[config.mk]
export PLATFORM = sky130hd
export DESIGN_NAME = ms_qspi_xip_reader
export DESIGN_NICKNAME = d
export VERILOG_FILES = /design/src/rtl/ms_qspi_pkg.sv /design/src/rtl/ms_qspi_xip_reader.sv
export SDC_FILE = /design/constraint.sdc
export NUM_CORES = 1
export LEC_CHECK = 0
export BUFFER_PORTS_ARGS = -buffer_cell sky130_fd_sc_hd__buf_2
export CAP_MARGIN = 20
export CORE_ASPECT_RATIO = 0.75
export CORE_MARGIN = 2
export CORE_UTILIZATION = 50
export CTS_CLUSTER_SIZE = 30
export DETAILED_ROUTE_END_ITERATION = 12
export HOLD_SLACK_MARGIN = 0.15
export PLACE_DENSITY = 0.76
export SETUP_SLACK_MARGIN = 0.5
export SYNTH_ARGS = -nofsm -noshare
export SYNTH_HDL_FRONTEND = slang
export SYNTH_SLANG_ARGS = --single-unit
[constraint.sdc]
create_clock -name HCLK -period 3.55 [get_ports HCLK]
set_input_delay 0.355 -clock HCLK [delete_from_list [all_inputs] [get_ports HCLK]]
set_output_delay 0.355 -clock HCLK [all_outputs]
set_load 0.02 [all_outputs]
[src/rtl/ms_qspi_pkg.sv]
// ---------------------------------------------------------------------------
// ms_qspi_pkg
// Shared definitions for the QSPI XIP flash reader and the cache controller
// that sits in front of it.
//   state_t        : transaction FSM states
//   CMD_QUAD_READ  : Quad I/O Fast Read opcode
//   *_SCK          : SCK cycles spent in each fixed-length protocol phase
//   max_int        : small helper for sizing counters from parameters
// ---------------------------------------------------------------------------
package ms_qspi_pkg;

    typedef enum logic [2:0] {
        IDLE,
        CMD,
        ADDR,
        MODE,
        DUMMY,
        DATA,
        GAP
    } state_t;

    localparam logic [7:0] CMD_QUAD_READ = 8'hEB;

    localparam int CMD_SCK   = 8;
    localparam int ADDR_SCK  = 6;
    localparam int MODE_SCK  = 2;
    localparam int DUMMY_SCK = 4;

    function automatic int max_int(input int a, input int b);
        return (a > b) ? a : b;
    endfunction

endpackage

[src/rtl/ms_qspi_xip_reader.sv]
// ---------------------------------------------------------------------------
// ms_qspi_xip_reader
// Line fetcher behind the XIP cache. Each accepted request runs one Quad I/O
// Fast Read (0xEB) on the QSPI pins and returns the whole line in one word.
//
// Ports
//   HCLK, HRESETn : system clock, asynchronous active-low reset
//   req, addr     : fetch request and 24-bit flash byte address of the line
//   busy          : high from accept until the ce_n-high gap has elapsed
//   done, data    : one-cycle completion pulse and the little-endian line
//   sck, ce_n     : SPI clock (mode 0, HCLK/2) and chip enable (active low)
//   din           : SIO inputs sampled from the flash
//   dout, douten  : SIO drive values and enables (all enable bits equal)
//
// Handshake: req is looked at only while the FSM is IDLE (busy=0); the cycle
// it is seen high the request is accepted and addr is latched. While busy=1
// req is ignored and nothing is queued. done pulses for exactly one cycle
// and data is valid from that cycle until the next done.
//
// SCK timing: each SCK period is two HCLK cycles. The edge that drops sck
// also loads dout for the coming SCK period (and, in DATA, captures din);
// the next edge raises sck so the flash samples a stable dout.
// All outputs come straight from flops.
// ---------------------------------------------------------------------------
module ms_qspi_xip_reader
    import ms_qspi_pkg::*;
#(
    parameter int          LINE_BYTES     = 16,
    parameter int          CE_HIGH_CYCLES = 4,
    parameter logic [7:0]  MODE_BYTE      = 8'hFF
) (
    input  logic                    HCLK,
    input  logic                    HRESETn,
    input  logic                    req,
    input  logic [23:0]             addr,
    output logic                    busy,
    output logic                    done,
    output logic [LINE_BYTES*8-1:0] data,
    output logic                    sck,
    output logic                    ce_n,
    input  logic [3:0]              din,
    output logic [3:0]              dout,
    output logic [3:0]              douten
);

    localparam int DATA_W   = LINE_BYTES * 8;
    localparam int DATA_SCK = 2 * LINE_BYTES;
    localparam int CNT_MAX  = max_int(CMD_SCK, DATA_SCK);
    localparam int CNT_W    = (CNT_MAX > 1) ? $clog2(CNT_MAX) : 1;
    localparam int GAP_W    = (CE_HIGH_CYCLES > 1) ? $clog2(CE_HIGH_CYCLES) : 1;

    localparam logic [GAP_W-1:0] GAP_LAST = GAP_W'(CE_HIGH_CYCLES - 1);

    // ------------------------------------------------------------------
    // Helpers
    // ------------------------------------------------------------------

    // Index of the final SCK period of each counted phase.
    function automatic logic [CNT_W-1:0] last_cnt(input state_t s);
        case (s)
            CMD:     return CNT_W'(CMD_SCK - 1);
            ADDR:    return CNT_W'(ADDR_SCK - 1);
            MODE:    return CNT_W'(MODE_SCK - 1);
            DUMMY:   return CNT_W'(DUMMY_SCK - 1);
            DATA:    return CNT_W'(DATA_SCK - 1);
            default: return '0;
        endcase
    endfunction

    function automatic state_t following(input state_t s);
        case (s)
            CMD:     return ADDR;
            ADDR:    return MODE;
            MODE:    return DUMMY;
            DUMMY:   return DATA;
            DATA:    return GAP;
            default: return IDLE;
        endcase
    endfunction

    // Value on SIO[3:0] during SCK period c of phase s. In CMD the upper
    // three lines stay high so WP#/HOLD# are never asserted.
    function automatic logic [3:0] sio_value(input state_t s,
                                             input logic [CNT_W-1:0] c,
                                             input logic [23:0] a);
        case (s)
            CMD:     return {3'b111, |(8'(CMD_QUAD_READ << c) & 8'h80)};
            ADDR:    return 4'(24'(a << {c, 2'b00}) >> 20);
            MODE:    return 4'(8'(MODE_BYTE << {c, 2'b00}) >> 4);
            default: return 4'b0000;
        endcase
    endfunction

    function automatic logic [3:0] sio_oe(input state_t s);
        case (s)
            CMD, ADDR, MODE: return 4'b1111;
            default:         return 4'b0000;
        endcase
    endfunction

    // The shift register holds the first received byte at the top; the line
    // wants it in the lowest byte lane.
    function automatic logic [DATA_W-1:0] to_line(input logic [DATA_W-1:0] s);
        logic [DATA_W-1:0] r;
        r = '0;
        for (int i = 0; i < LINE_BYTES; i++) begin
            r[8*i +: 8] = s[DATA_W-1-8*i -: 8];
        end
        return r;
    endfunction

    // ------------------------------------------------------------------
    // State and output registers
    // ------------------------------------------------------------------
    state_t             state_q, state_d;
    logic [CNT_W-1:0]   cnt_q, cnt_d;
    logic [GAP_W-1:0]   gap_q, gap_d;
    logic [23:0]        addr_q, addr_d;
    logic [DATA_W-1:0]  shift_q, shift_d;
    logic [DATA_W-1:0]  data_q, data_d;
    logic               sck_q, sck_d;
    logic               ce_n_q, ce_n_d;
    logic               busy_q, busy_d;
    logic               done_q, done_d;
    logic [3:0]         dout_q, dout_d;
    logic [3:0]         douten_q, douten_d;

    state_t             nxt_state;
    logic [CNT_W-1:0]   nxt_cnt;
    logic [DATA_W-1:0]  shift_in;

    always_ff @(posedge HCLK or negedge HRESETn) begin
        if (!HRESETn) begin
            state_q  <= IDLE;
            cnt_q    <= '0;
            gap_q    <= '0;
            addr_q   <= '0;
            shift_q  <= '0;
            data_q   <= '0;
            sck_q    <= 1'b0;
            ce_n_q   <= 1'b1;
            busy_q   <= 1'b0;
            done_q   <= 1'b0;
            dout_q   <= 4'b0000;
            douten_q <= 4'b0000;
        end else begin
            state_q  <= state_d;
            cnt_q    <= cnt_d;
            gap_q    <= gap_d;
            addr_q   <= addr_d;
            shift_q  <= shift_d;
            data_q   <= data_d;
            sck_q    <= sck_d;
            ce_n_q   <= ce_n_d;
            busy_q   <= busy_d;
            done_q   <= done_d;
            dout_q   <= dout_d;
            douten_q <= douten_d;
        end
    end

    // ------------------------------------------------------------------
    // Next-state and next-output logic
    // ------------------------------------------------------------------
    always_comb begin
        state_d   = state_q;
        cnt_d     = cnt_q;
        gap_d     = gap_q;
        addr_d    = addr_q;
        shift_d   = shift_q;
        data_d    = data_q;
        sck_d     = sck_q;
        ce_n_d    = ce_n_q;
        busy_d    = busy_q;
        done_d    = 1'b0;
        dout_d    = dout_q;
        douten_d  = douten_q;
        nxt_state = state_q;
        nxt_cnt   = cnt_q;
        shift_in  = {shift_q[DATA_W-5:0], din};

        case (state_q)
            IDLE: begin
                if (req) begin
                    addr_d   = addr;
                    busy_d   = 1'b1;
                    ce_n_d   = 1'b0;
                    sck_d    = 1'b0;
                    cnt_d    = '0;
                    state_d  = CMD;
                    dout_d   = sio_value(CMD, '0, addr);
                    douten_d = sio_oe(CMD);
                end
            end

            CMD, ADDR, MODE, DUMMY, DATA: begin
                if (!sck_q) begin
                    sck_d = 1'b1;
                end else begin
                    // Falling edge of SCK: capture, advance, load next dout.
                    sck_d = 1'b0;
                    if (state_q == DATA) begin
                        shift_d = shift_in;
                    end
                    if (cnt_q == last_cnt(state_q)) begin
                        nxt_state = following(state_q);
                        nxt_cnt   = '0;
                    end else begin
                        nxt_cnt   = cnt_q + 1'b1;
                    end
                    state_d  = nxt_state;
                    cnt_d    = nxt_cnt;
                    dout_d   = sio_value(nxt_state, nxt_cnt, addr_q);
                    douten_d = sio_oe(nxt_state);
                    if (nxt_state == GAP) begin
                        ce_n_d = 1'b1;
                        data_d = to_line(shift_in);
                        done_d = 1'b1;
                        gap_d  = '0;
                    end
                end
            end

            GAP: begin
                if (gap_q == GAP_LAST) begin
                    state_d = IDLE;
                    busy_d  = 1'b0;
                end else begin
                    gap_d = gap_q + 1'b1;
                end
            end

            default: begin
                state_d = IDLE;
            end
        endcase
    end

    assign busy   = busy_q;
    assign done   = done_q;
    assign data   = data_q;
    assign sck    = sck_q;
    assign ce_n   = ce_n_q;
    assign dout   = dout_q;
    assign douten = douten_q;

endmodule
---- Word-level counts from Yosys, hierarchy flattened ----
Cells that the tools add are included.
storage, ports and cells
  memory bits (read-only) ................. 0
  input bits .............................. 31
  bits in latches ......................... 0
  memories kept ........................... 0
  RAM bits ................................ 0
  bits in registers ....................... 298
  logic and storage cells ................. 89
operators by class
  divide/modulo/power cells ............... 0
  multipliers ............................. 0
  bitwise operators ....................... 0
  reductions and logical operators ........ 15
  add/subtract/negate cells ............... 2
  shift-type cells ........................ 3
  order comparisons ....................... 0
  multiplexer cells ....................... 40
  eq/ne operators ......................... 17
operators with widths
  cell                                             number
  two-way mux 5 bit                                7
  case mux 5 bit (5 select lines)                  1
  << shifter 24 x 7 -> 24 bit                      1
  two-way mux 3 bit                                6
  two-way mux 4 bit                                4
  case mux 4 bit (2 select lines)                  2
  case mux 3 bit (5 select lines)                  1
  AND reduction 3 bit                              5
  == test 3 x 2 -> 1 bit, second input constant    4
  == test 3 bit, second input constant             4
  case mux 4 bit (3 select lines)                  1
  inequality test 2 bit, second input constant     5
  case mux 5 bit (2 select lines)                  1
  two-way mux 1 bit                                9
  case mux 3 bit (3 select lines)                  1
  AND reduction 4 bit                              2
  << shifter 8 x 5 -> 8 bit, first input constant  1
  << shifter 8 x 7 -> 8 bit, first input constant  1
  == test 3 x 1 -> 1 bit, second input constant    2
  two-way mux 2 bit                                3
  case mux 1 bit (2 select lines)                  3
  nonzero test 2 bit                               3
  adder 5 x 1 -> 5 bit, second input constant      1
  == test 5 bit                                    1
  7 further kinds                                  8

---- Longest topological paths before layout ----
Gate-level depths: netlist of the first run.
  depth in word-level cells ............... 13
  gate-level depth with buffers ........... 10
  depth with buffers taken out ............ 8

---- Worst setup path before layout of the first run ----
No wires, ideal clock.
  path type ............................... reg2reg
  from .................................... register state_q[0]
  to ...................................... register data_q[100] (netlist: data[100])
  arrival time ............................ 2.381 ns
  buffers on the path ..................... 4
  path slack .............................. 1.041 ns
  stages on the path, launching flop included .. 11
  required time ........................... 3.423 ns
  cells stage by stage .................... dfrtp_1 > buf_6 > or3_4 > a211oi_1 > a31oi_1 > or2_1 > buf_2 > nor2_4 > buf_12 > buf_8 > mux2_1
between the ends
  cells in the longest elaborated chain, start to end .. 10
  elaborated cells on any way between the ends .. 16
  classes of those cells .................. eq/ne (7); mux (7); reduce/logical (2)
RTL lines
  element                                      line                                                                           text
  start, declared                              ms_qspi_xip_reader.sv:115                                                      state_t state_q, state_d;
  start signal, assigned                       ms_qspi_xip_reader.sv:147                                                      state_q <= state_d;
  == test 3 bit, or another cell as far along  ms_qspi_xip_reader.sv:60, ms_qspi_xip_reader.sv:71, ms_qspi_xip_reader.sv:182
  case mux 5 bit (5 select lines)              ms_qspi_xip_reader.sv:60                                                       case (s)
  two-way mux 5 bit                            ms_qspi_xip_reader.sv:197                                                      if (!sck_q) begin
  two-way mux 5 bit                            ms_qspi_xip_reader.sv:182                                                      case (state_q)
  == test 5 bit                                ms_qspi_xip_reader.sv:205                                                      if (cnt_q == last_cnt(state_q)) begin
  two-way mux 3 bit                            ms_qspi_xip_reader.sv:205
  two-way mux 3 bit                            ms_qspi_xip_reader.sv:197
  two-way mux 3 bit                            ms_qspi_xip_reader.sv:182
  == test 3 bit                                ms_qspi_xip_reader.sv:215                                                      if (nxt_state == GAP) begin
  AND reduction 3 bit (no source line) *       --
  end signal, assigned                         ms_qspi_xip_reader.sv:152                                                      data_q <= data_d;
  end, declared                                ms_qspi_xip_reader.sv:120                                                      logic [DATA_W-1:0] data_q, data_d;
Every way passes the cells marked *; elsewhere a longest branch is shown, timed or not. The select of a mux whose other input is x is not followed.
A chain may end at the register's enable or synchronous reset.

---- Worst setup path in the final report of the first run ----
  from .................................... register state_q[0]
  to ...................................... register dout_q[0] (netlist: dout[0])
between the ends
  cells in the longest elaborated chain, start to end .. 12
  elaborated cells on any way between the ends .. 31
  classes of those cells .................. eq/ne (11); shift (3); mux (13); reduce/logical (4)
RTL lines
  element                                                    line                                                                           text
  == test 3 bit, or another cell as far along                ms_qspi_xip_reader.sv:60, ms_qspi_xip_reader.sv:71, ms_qspi_xip_reader.sv:182
  case mux 5 bit (5 select lines)                            ms_qspi_xip_reader.sv:60
  two-way mux 5 bit                                          ms_qspi_xip_reader.sv:197
  two-way mux 5 bit                                          ms_qspi_xip_reader.sv:182
  == test 5 bit                                              ms_qspi_xip_reader.sv:205
  two-way mux 5 bit or two-way mux 3 bit (tied branches)     ms_qspi_xip_reader.sv:205
  two-way mux 5 bit or two-way mux 3 bit (tied branches)     ms_qspi_xip_reader.sv:197
  two-way mux 5 bit or two-way mux 3 bit (tied branches)     ms_qspi_xip_reader.sv:182
  << shifter 24 x 7 -> 24 bit, or another cell as far along  ms_qspi_xip_reader.sv:88                                                       ADDR: return 4'(24'(a << {c, 2'b00}) >> 20);
  case mux 4 bit (3 select lines)                            ms_qspi_xip_reader.sv:86                                                       case (s)
  two-way mux 4 bit                                          ms_qspi_xip_reader.sv:197
  case mux 4 bit (2 select lines)                            ms_qspi_xip_reader.sv:182
  end signal, assigned                                       ms_qspi_xip_reader.sv:157                                                      dout_q <= dout_d;
  end, declared                                              ms_qspi_xip_reader.sv:125                                                      logic [3:0] dout_q, dout_d;
Parallel ways exist; a longest one is shown, timed or not. The select of a mux whose other input is x is not followed.

==> results of run 1 <==
power groups by stage:
stage                     Sequential (W)  Combinational, W  Clock, W
after global routing             0.00336          0.000135   0.00314
after global placement           0.00343         0.0000960         0
after floorplan                  0.00343        0.00000255         0
after detailed placement         0.00343         0.0000970         0
after CTS                        0.00337          0.000122   0.00299
final                            0.00337          0.000118   0.00292
cell usage in the layout (no fill, tap or decap), types with 3 or more instances in the layout:
cell / synthesis / routed
a21oi_1: 11 / 11
a221oi_1: 3 / 3
a22o_1: 5 / 5
a22oi_1: 4 / 4
buf_12: 1 / 10
buf_2: 3 / 169
buf_4: 6 / 15
clkbuf_1: 23 / 4
clkbuf_16: 0 / 28
clkbuf_8: 0 / 7
clkinv_2: 0 / 7
dfrtp_1: 294 / 293
dlygate4sd3_1: 0 / 29
inv_1: 6 / 6
mux2_1: 100 / 100
mux2_2: 177 / 177
nand2_1: 19 / 19
nand2b_1: 4 / 4
nand3_1: 6 / 5
nand3b_1: 4 / 4
nor2_1: 13 / 13
nor3_1: 4 / 3
o211ai_1: 3 / 3
o21ai_0: 17 / 17
o31ai_1: 4 / 4
or3_1: 3 / 3
xnor2_1: 5 / 5
xor2_1: 4 / 4
repair_timing:
action / 4_1_cts / 5_1_grt
hold buffers: 29 / 0
endpoints found under the setup margin: 127 / 101
pin swaps: 1 / 0
endpoints found under the hold margin: 88 / 0
buffers inserted: 2 / 0
gates resized for setup: 0 / 2
worst reg2reg max path: cells and delay by family (launching register included):
family | cells | cell delay, ns
buf+inv | 1 | 0.21
simple gates | 2 | 0.49
flops | 1 | 0.55
compound gates | 5 | 1.52
worst max-delay path by stage:
| stage | to | slack (ns) |
|---|---|---|
| 2_1_floorplan | data[100]$_DFFE_PN0P_ | 1.04 |
| 3_3_place_gp | data[6]$_DFFE_PN0P_ | 0.49 |
| 3_5_place_dp | data[12]$_DFFE_PN0P_ | 0.41 |
| 4_1_cts | dout[2]$_DFFE_PN0P_ | 0.63 |
| 5_1_grt | dout[0]$_DFFE_PN0P_ | 0.57 |
| 6_report | dout[0]$_DFFE_PN0P_ | 0.67 |
state kept, by name, summed over array words and instances, names as in the netlist:
name,count
gap_q,2
sck,1
shift_q,124
data,128
done,1
state_q,3
douten,1
cnt_q,5
dout,4
busy,1
ce_n,1
addr_q,24
cells by family (layout without fill, tap and decap cells):
| group | after synthesis | in the layout |
|---|---|---|
| flip-flops | 295 | 295 |
| buffers and inverters | 55 | 280 |
| AO/OA/AOI/OAI | 68 | 68 |
| AND/OR/NAND/NOR | 66 | 66 |
| multiplexers | 278 | 278 |
| XOR/XNOR | 9 | 9 |
| adder cells (fa/ha/maj) | 2 | 2 |
layer usage:
| layer | track usage | routed length, um | vias up |
|---|---|---|---|
| li1 | - | - | 3177 |
| met1 | 0.265 | 10700 | 3586 |
| met2 | 0.300 | 10700 | 181 |
| met3 | 0.0515 | 1560 | 35 |
| met4 | 0.0465 | 479 | 0 |
| met5 | 0 | 0 | - |
through the flow:
| step | hold WS, ns | cells | power (W) | util |
|---|---|---|---|---|
| global placement | 0.322 | 1217 | 0.00352 | 0.562 |
| detailed placement | 0.327 | 1217 | 0.00352 | 0.562 |
| finish | 0.198 | 1298 | 0.00641 | 0.616 |
| global route | 0.200 | 1298 | 0.00664 | 0.616 |
| floorplan | 0.0594 | 773 | 0.00343 | - |
| CTS | 0.176 | 1298 | 0.00648 | 0.616 |
layout make-up:
| type | instances | share of cell area |
|---|---|---|
| Multi-Input combinational cell | 423 | 0.287 |
| Inverter | 6 | 0.00158 |
| Clock buffer | 39 | 0.0570 |
| Tap cell | 300 | 0.0263 |
| Clock inverter | 11 | 0.00685 |
| Sequential cell | 295 | 0.518 |
| Timing Repair Buffer | 224 | 0.103 |
==> impl_metrics.tcl, run 1 <==
set metrics [dict create \
    die_h_um 137 \
    min_period_ns 2.88 \
    place_area_um2 13000 \
    synth_edf_count 0 \
    synthToLayoutAreaGrowth_pct 20.4 \
    final_layout_size_suffix_gt1_frac 0.432 \
    r2r_start "state_q[0]$_DFFE_PN0P_" \
    grt_pass1_vias 7254 \
    muxShareOfSynthArea 0.264 \
    antennaDiodeCount 0 \
    pwr-share-comb 0.018 \
    drt_iter0_drc 453 \
    yosysUniqueCellTypes 59 \
    drv_slew 0 \
    worstHoldPathType "input pin to flip-flop" \
    p_leak_nw 7.72 \
    synth-adder-area-share 0.00211 \
    hold_violations 0 \
    power_frac_seq 0.525 \
    worstSetupEndpointType "flip-flop" \
    htreeDepth 1 \
    ys_seq_elements 295 \
    place_worst_setup_slack_ns 0.407 \
    synth_area_leaders "dfrtp_1 62%, mux2_2 17%, mux2_1 9.5%" \
    min_period_over_period 0.810 \
    powerDensity_nw_per_um2 449 \
    gp_congestion 0.875 \
    clk_path_buf_depth 3 \
    cts_tree "done" \
    final_nets 1011 \
    firstDrtPassIters 5 \
    syn_nets 806 \
    drc 0 \
    fmax_mhz 348 \
    maxSlewHeadroom 0.468 \
    start_util 0.512 \
    path_buf_inv 1 \
    p_int_w 0.00507 \
    rr_worst_depth 8 \
    synth_top_family_by_area "multiplexers" \
    syn_area_um2 11800 \
    synth_most_common_cell "dfrtp_1" \
    syn_inst 773 \
    swShare 0.208 \
    netSwitchingPower_w 0.00133 \
    synth.top_cell.area_share 0.621 \
    regArea_um2 7380 \
    drv_cap 0 \
    final_antenna_net_count 0 \
    clkSinkCount 295 \
    synth_area_per_cell_um2 15.3 \
    fill_cells 1745 \
    worstHoldPathCells 4 \
    cpMaxStageDelayCell "dfrtp_1" \
    ys.flop_type "dfrtp_1" \
    rr_endpoint "dout[0]$_DFFE_PN0P_" \
    ir_drop_v 0.000355 \
    clock_latency_ns 0.54 \
    cp_cell_sequence "o21ba_4 > or4_4 > a221oi_1 > buf_4 > nor4_1 > a2111oi_0 > o32a_1 > o2bb2ai_1" \
    setup_viol 0 \
    dieArea_um2 24900 \
    wl_per_cell_um 18.0 \
    crit_required_ns 3.96 \
    cp.arrival_ns 3.29 \
    ys.warnings.count 0 \
    setup.worst_path.start "state_q[0]$_DFFE_PN0P_" \
    skew_ns 0.0154 \
    cts_root_buf "clkbuf_16" \
    finalSetupTns_ns 0 \
    final_cell_area_um2 14300 \
    regToRegSetupSlack_ns 0.67 \
    crit_fanout 13 \
    holdCritStartpoint "req" \
    synth-compound-area-share 0.0413 \
    port_buffers 170 \
    startpoint_type "flip-flop" \
    min_to "ce_n$_DFFE_PN1P_" \
    synth_common_cells "294 x dfrtp_1, 177 x mux2_2, 100 x mux2_1" \
    synth_xor_area_frac 0.00666 \
    num_rows 48 \
    synth_top_cell_by_area "dfrtp_1" \
    core_um2 23100 \
    cts_buffers 28 \
    track_usage 0.190 \
    crit_cells 8 \
    place_hpwl_mm 14.9 \
    antenna_found_initial 0 \
    clockPowerShare 0.456 \
    vias_per_cell 5.38 \
    crit_type "flip-flop to flip-flop" \
    rsz0062_at_grt "no" \
    dr_total_vias 6979 \
    synthSimpleGateAreaFrac 0.0300 \
    status "complete, no violations" \
    clkTransAtPathRegs_ns 0.07 \
    critPathTopFamily "compound AO/OA/AOI/OAI gates" \
    totalWireLength_mm 23.4 \
    synth-async-reset-ratio 1.00 \
    worst_pin_slew_ns 0.798 \
    grt_overflow 0 \
    setup_slack_ns 0.675 \
    cp_slowest_stage_delay_ns 0.55 \
    die_w_um 182 \
    grt_pass1_wl_mm 38.2 \
    grt_max_degree 126 \
    multi_input_comb_area_um2 4100 \
    ios 171 \
    yosysSeqAreaShare 0.624 \
]
No activity file was read; power rests on OpenSTA's default activity.
==> inputs of run 2 (changes only) <==
Settings changed: ABC_AREA set to 1.
Clock period 3.55 ns to 2.7 ns, I/O delays scaled along.
==> run 2 against run 1 <==
Wire length up 32%. Flip-flop and latch count stayed put. Sequential power up 63%. First-iteration DRC count is 52% higher. Register-to-register slack worse by 0.33 ns. Clock power grew 41%. Worst hold slack better by 0.068 ns.
==> impl_metrics.tcl, run 2 <==
set metrics [dict create \
    firstDrtPassIters 5 \
    largest_reg_flops 128 \
    syn_inst 1249 \
    synth-async-reset-ratio 1.00 \
    cts_buffers 29 \
    crit_required_ns 3.13 \
    port_buffers 170 \
    drc 0 \
    min_period_ns 2.36 \
    antennaDiodeCount 0 \
    clk_path_buf_depth 3 \
    drv_cap 0 \
    totalWireLength_mm 30.8 \
    worstSetupEndpointType "flip-flop" \
    cp.arrival_ns 2.79 \
    ys.flop_type "dfrtp_1" \
    rsz0062_at_grt "yes" \
    core_um2 23900 \
    num_rows 49 \
    syn_area_um2 12100 \
    drt_iter0_drc 689 \
    worst_pin_slew_ns 0.592 \
    finalSetupTns_ns 0 \
    final_antenna_net_count 0 \
    synth_most_common_cell "nand2_1" \
    cts_tree "done" \
    place_hpwl_mm 16.3 \
    die_h_um 139 \
    synthToLayoutAreaGrowth_pct 32.6 \
    clkSinkCount 295 \
    antenna_found_initial 0 \
    hold_slack_ns 0.266 \
    synth_area_leaders "dfrtp_1 61%, nand2_1 12%, o21ai_2 8.2%" \
    final_layout_size_suffix_gt1_frac 0.339 \
    ys_seq_elements 295 \
    crit_type "flip-flop to flip-flop" \
    gp_congestion 0.867 \
    final_nets 1526 \
    dieArea_um2 25600 \
    worstHoldPathType "input pin to asynchronous set/reset pin" \
    setup_viol 0 \
    track_usage 0.209 \
    synth_top_cell_by_area "dfrtp_1" \
    maxSlewHeadroom 0.605 \
    synth_common_cells "401 x nand2_1, 294 x dfrtp_1, 148 x inv_1" \
    min_period_over_period 0.874 \
    htreeDepth 1 \
    r2r_start "state_q[2]$_DFFE_PN0P_" \
    die_w_um 184 \
    synth_edf_count 0 \
    syn_nets 1282 \
    synth.top_cell.area_share 0.606 \
    hold_violations 0 \
    yosysUniqueCellTypes 33 \
    ios 171 \
    startpoint_type "flip-flop" \
    start_util 0.508 \
    synth_area_per_cell_um2 9.72 \
    layout_commonest_cell "nand2_1" \
    grt_max_degree 151 \
    crit_fanout 9 \
    ir_drop_v 0.000623 \
    vias_per_cell 5.20 \
    clock_latency_ns 0.55 \
    p_leak_nw 7.87 \
    dr_total_vias 9459 \
    grt_pass1_wl_mm 43.7 \
    powerDensity_nw_per_um2 977 \
    drv_slew 0 \
    mostFrequentLayoutCells "327 x nand2_1, 291 x dfrtp_1, 169 x buf_2, 143 x inv_1, 133 x o21ai_0" \
    grt_overflow 0 \
    grt_pass1_vias 8500 \
    cts_root_buf "clkbuf_16" \
    wl_per_cell_um 16.9 \
    status "complete, no violations" \
    clkTransAtPathRegs_ns 0.06 \
    ys.warnings.count 0 \
    yosysSeqAreaShare 0.608 \
    skew_ns 0.0128 \
    fmax_mhz 424 \
    setup.worst_path.start "state_q[2]$_DFFE_PN0P_" \
]
[run 2: changes by cell type after synthesis, moves of 100 or more]
cell     before  now
nand2_1      19  401
mux2_2      177    0
inv_1         6  148
o21ai_0      17  135
o21ai_2       0  113
mux2_1      100    0
[run 2: path summary, 6_finish.rpt]
check | depth (start not counted) | slack, ns | to
worst max-delay path | 15 | 0.34 | data[72]$_DFFE_PN0P_
worst min-delay path | 2 | 0.27 | data[38]$_DFFE_PN0P_
worst max register to register | 15 | 0.34 | data[72]$_DFFE_PN0P_
worst min register to register | 2 | 0.47 | dout[1]$_DFFE_PN0P_
max in group asynchronous | 3 | 1.64 | addr_q[19]$_DFFE_PN0P_
min in group HCLK | 4 | 0.46 | addr_q[21]$_DFFE_PN0P_
[run 2: repair_timing]
| item | CTS | global route |
|---|---|---|
| setup buffers | 6 | 17 |
| resized for setup | 26 | 174 |
| pin swaps | 2 | 17 |
| hold buffers | 30 | 0 |
| hold endpoints to repair | 234 | 0 |
| setup endpoints to repair | 93 | 159 |
| gates cloned | 4 | 33 |
[run 2: cell families (layout without fill, tap and decap cells)]
group | after synthesis | in the layout | share of synthesized area
xor+xnor | 2 | 2 | 0.00144
fa+ha+maj | 2 | 2 | 0.00206
buf+inv | 215 | 478 | 0.0846
compound gates | 282 | 283 | 0.155
flops | 295 | 295 | 0.608
simple gates | 453 | 454 | 0.149
[run 2: final cells by class]
cell class | count | area [um^2]
repair buffers | 267 | 2320
clock inverters | 10 | 135
repair inverters | 8 | 134
multi-input cells | 741 | 4300
fillers | 1760 | 7810
clock buffers | 42 | 835
inverters | 151 | 604
well taps | 306 | 383
flip-flops and latches | 295 | 7390
[run 2: power breakdown]
part / switching [W] / total [W] / internal, W
logic: 0.00367 / 0.00611 / 0.00244
registers: 0.000434 / 0.00550 / 0.00507
clock network: 0.00170 / 0.00413 / 0.00243
total: 0.00580 / 0.0157 / 0.00993
[run 2: worst max-delay path, stage by stage, from the launching register on]
cell and delay (ns):
dfrtp_2 0.49, inv_4 0.12, nand2_4 0.08, nand2_2 0.12, nand3_1 0.11, nand2_2 0.11, nand3_4 0.11, o21ai_4 0.16
o211ai_4 0.12, nor2_8 0.16, buf_12 0.18, buf_12 0.14, inv_16 0.06, clkbuf_16 0.17, nand2_4 0.05, o21ai_2 0.05
[run 2: metrics by stage]
stage	utilization	area, um^2	std cells	worst slack, ns	total power (W)
after detailed placement	0.551	13200	1678	0.196	0.00935
final	0.673	16100	1820	0.341	0.0157
after global routing	0.673	16100	1820	0.239	0.0165
after CTS	0.612	14600	1770	0.522	0.0138
after floorplan	-	12100	1249	0.621	0.00851
after global placement	0.551	13200	1678	0.294	0.00926
[run 2: layer usage]
layer / track usage / part of all wire / up-vias / wire, um
li1: - / - / 4447 / -
met1: 0.314 / 0.45 / 4607 / 13800
met5: 0 / 0 / - / 0
met3: 0.0344 / 0.054 / 64 / 1670
met2: 0.323 / 0.47 / 341 / 14600
met4: 0.0480 / 0.024 / 0 / 745
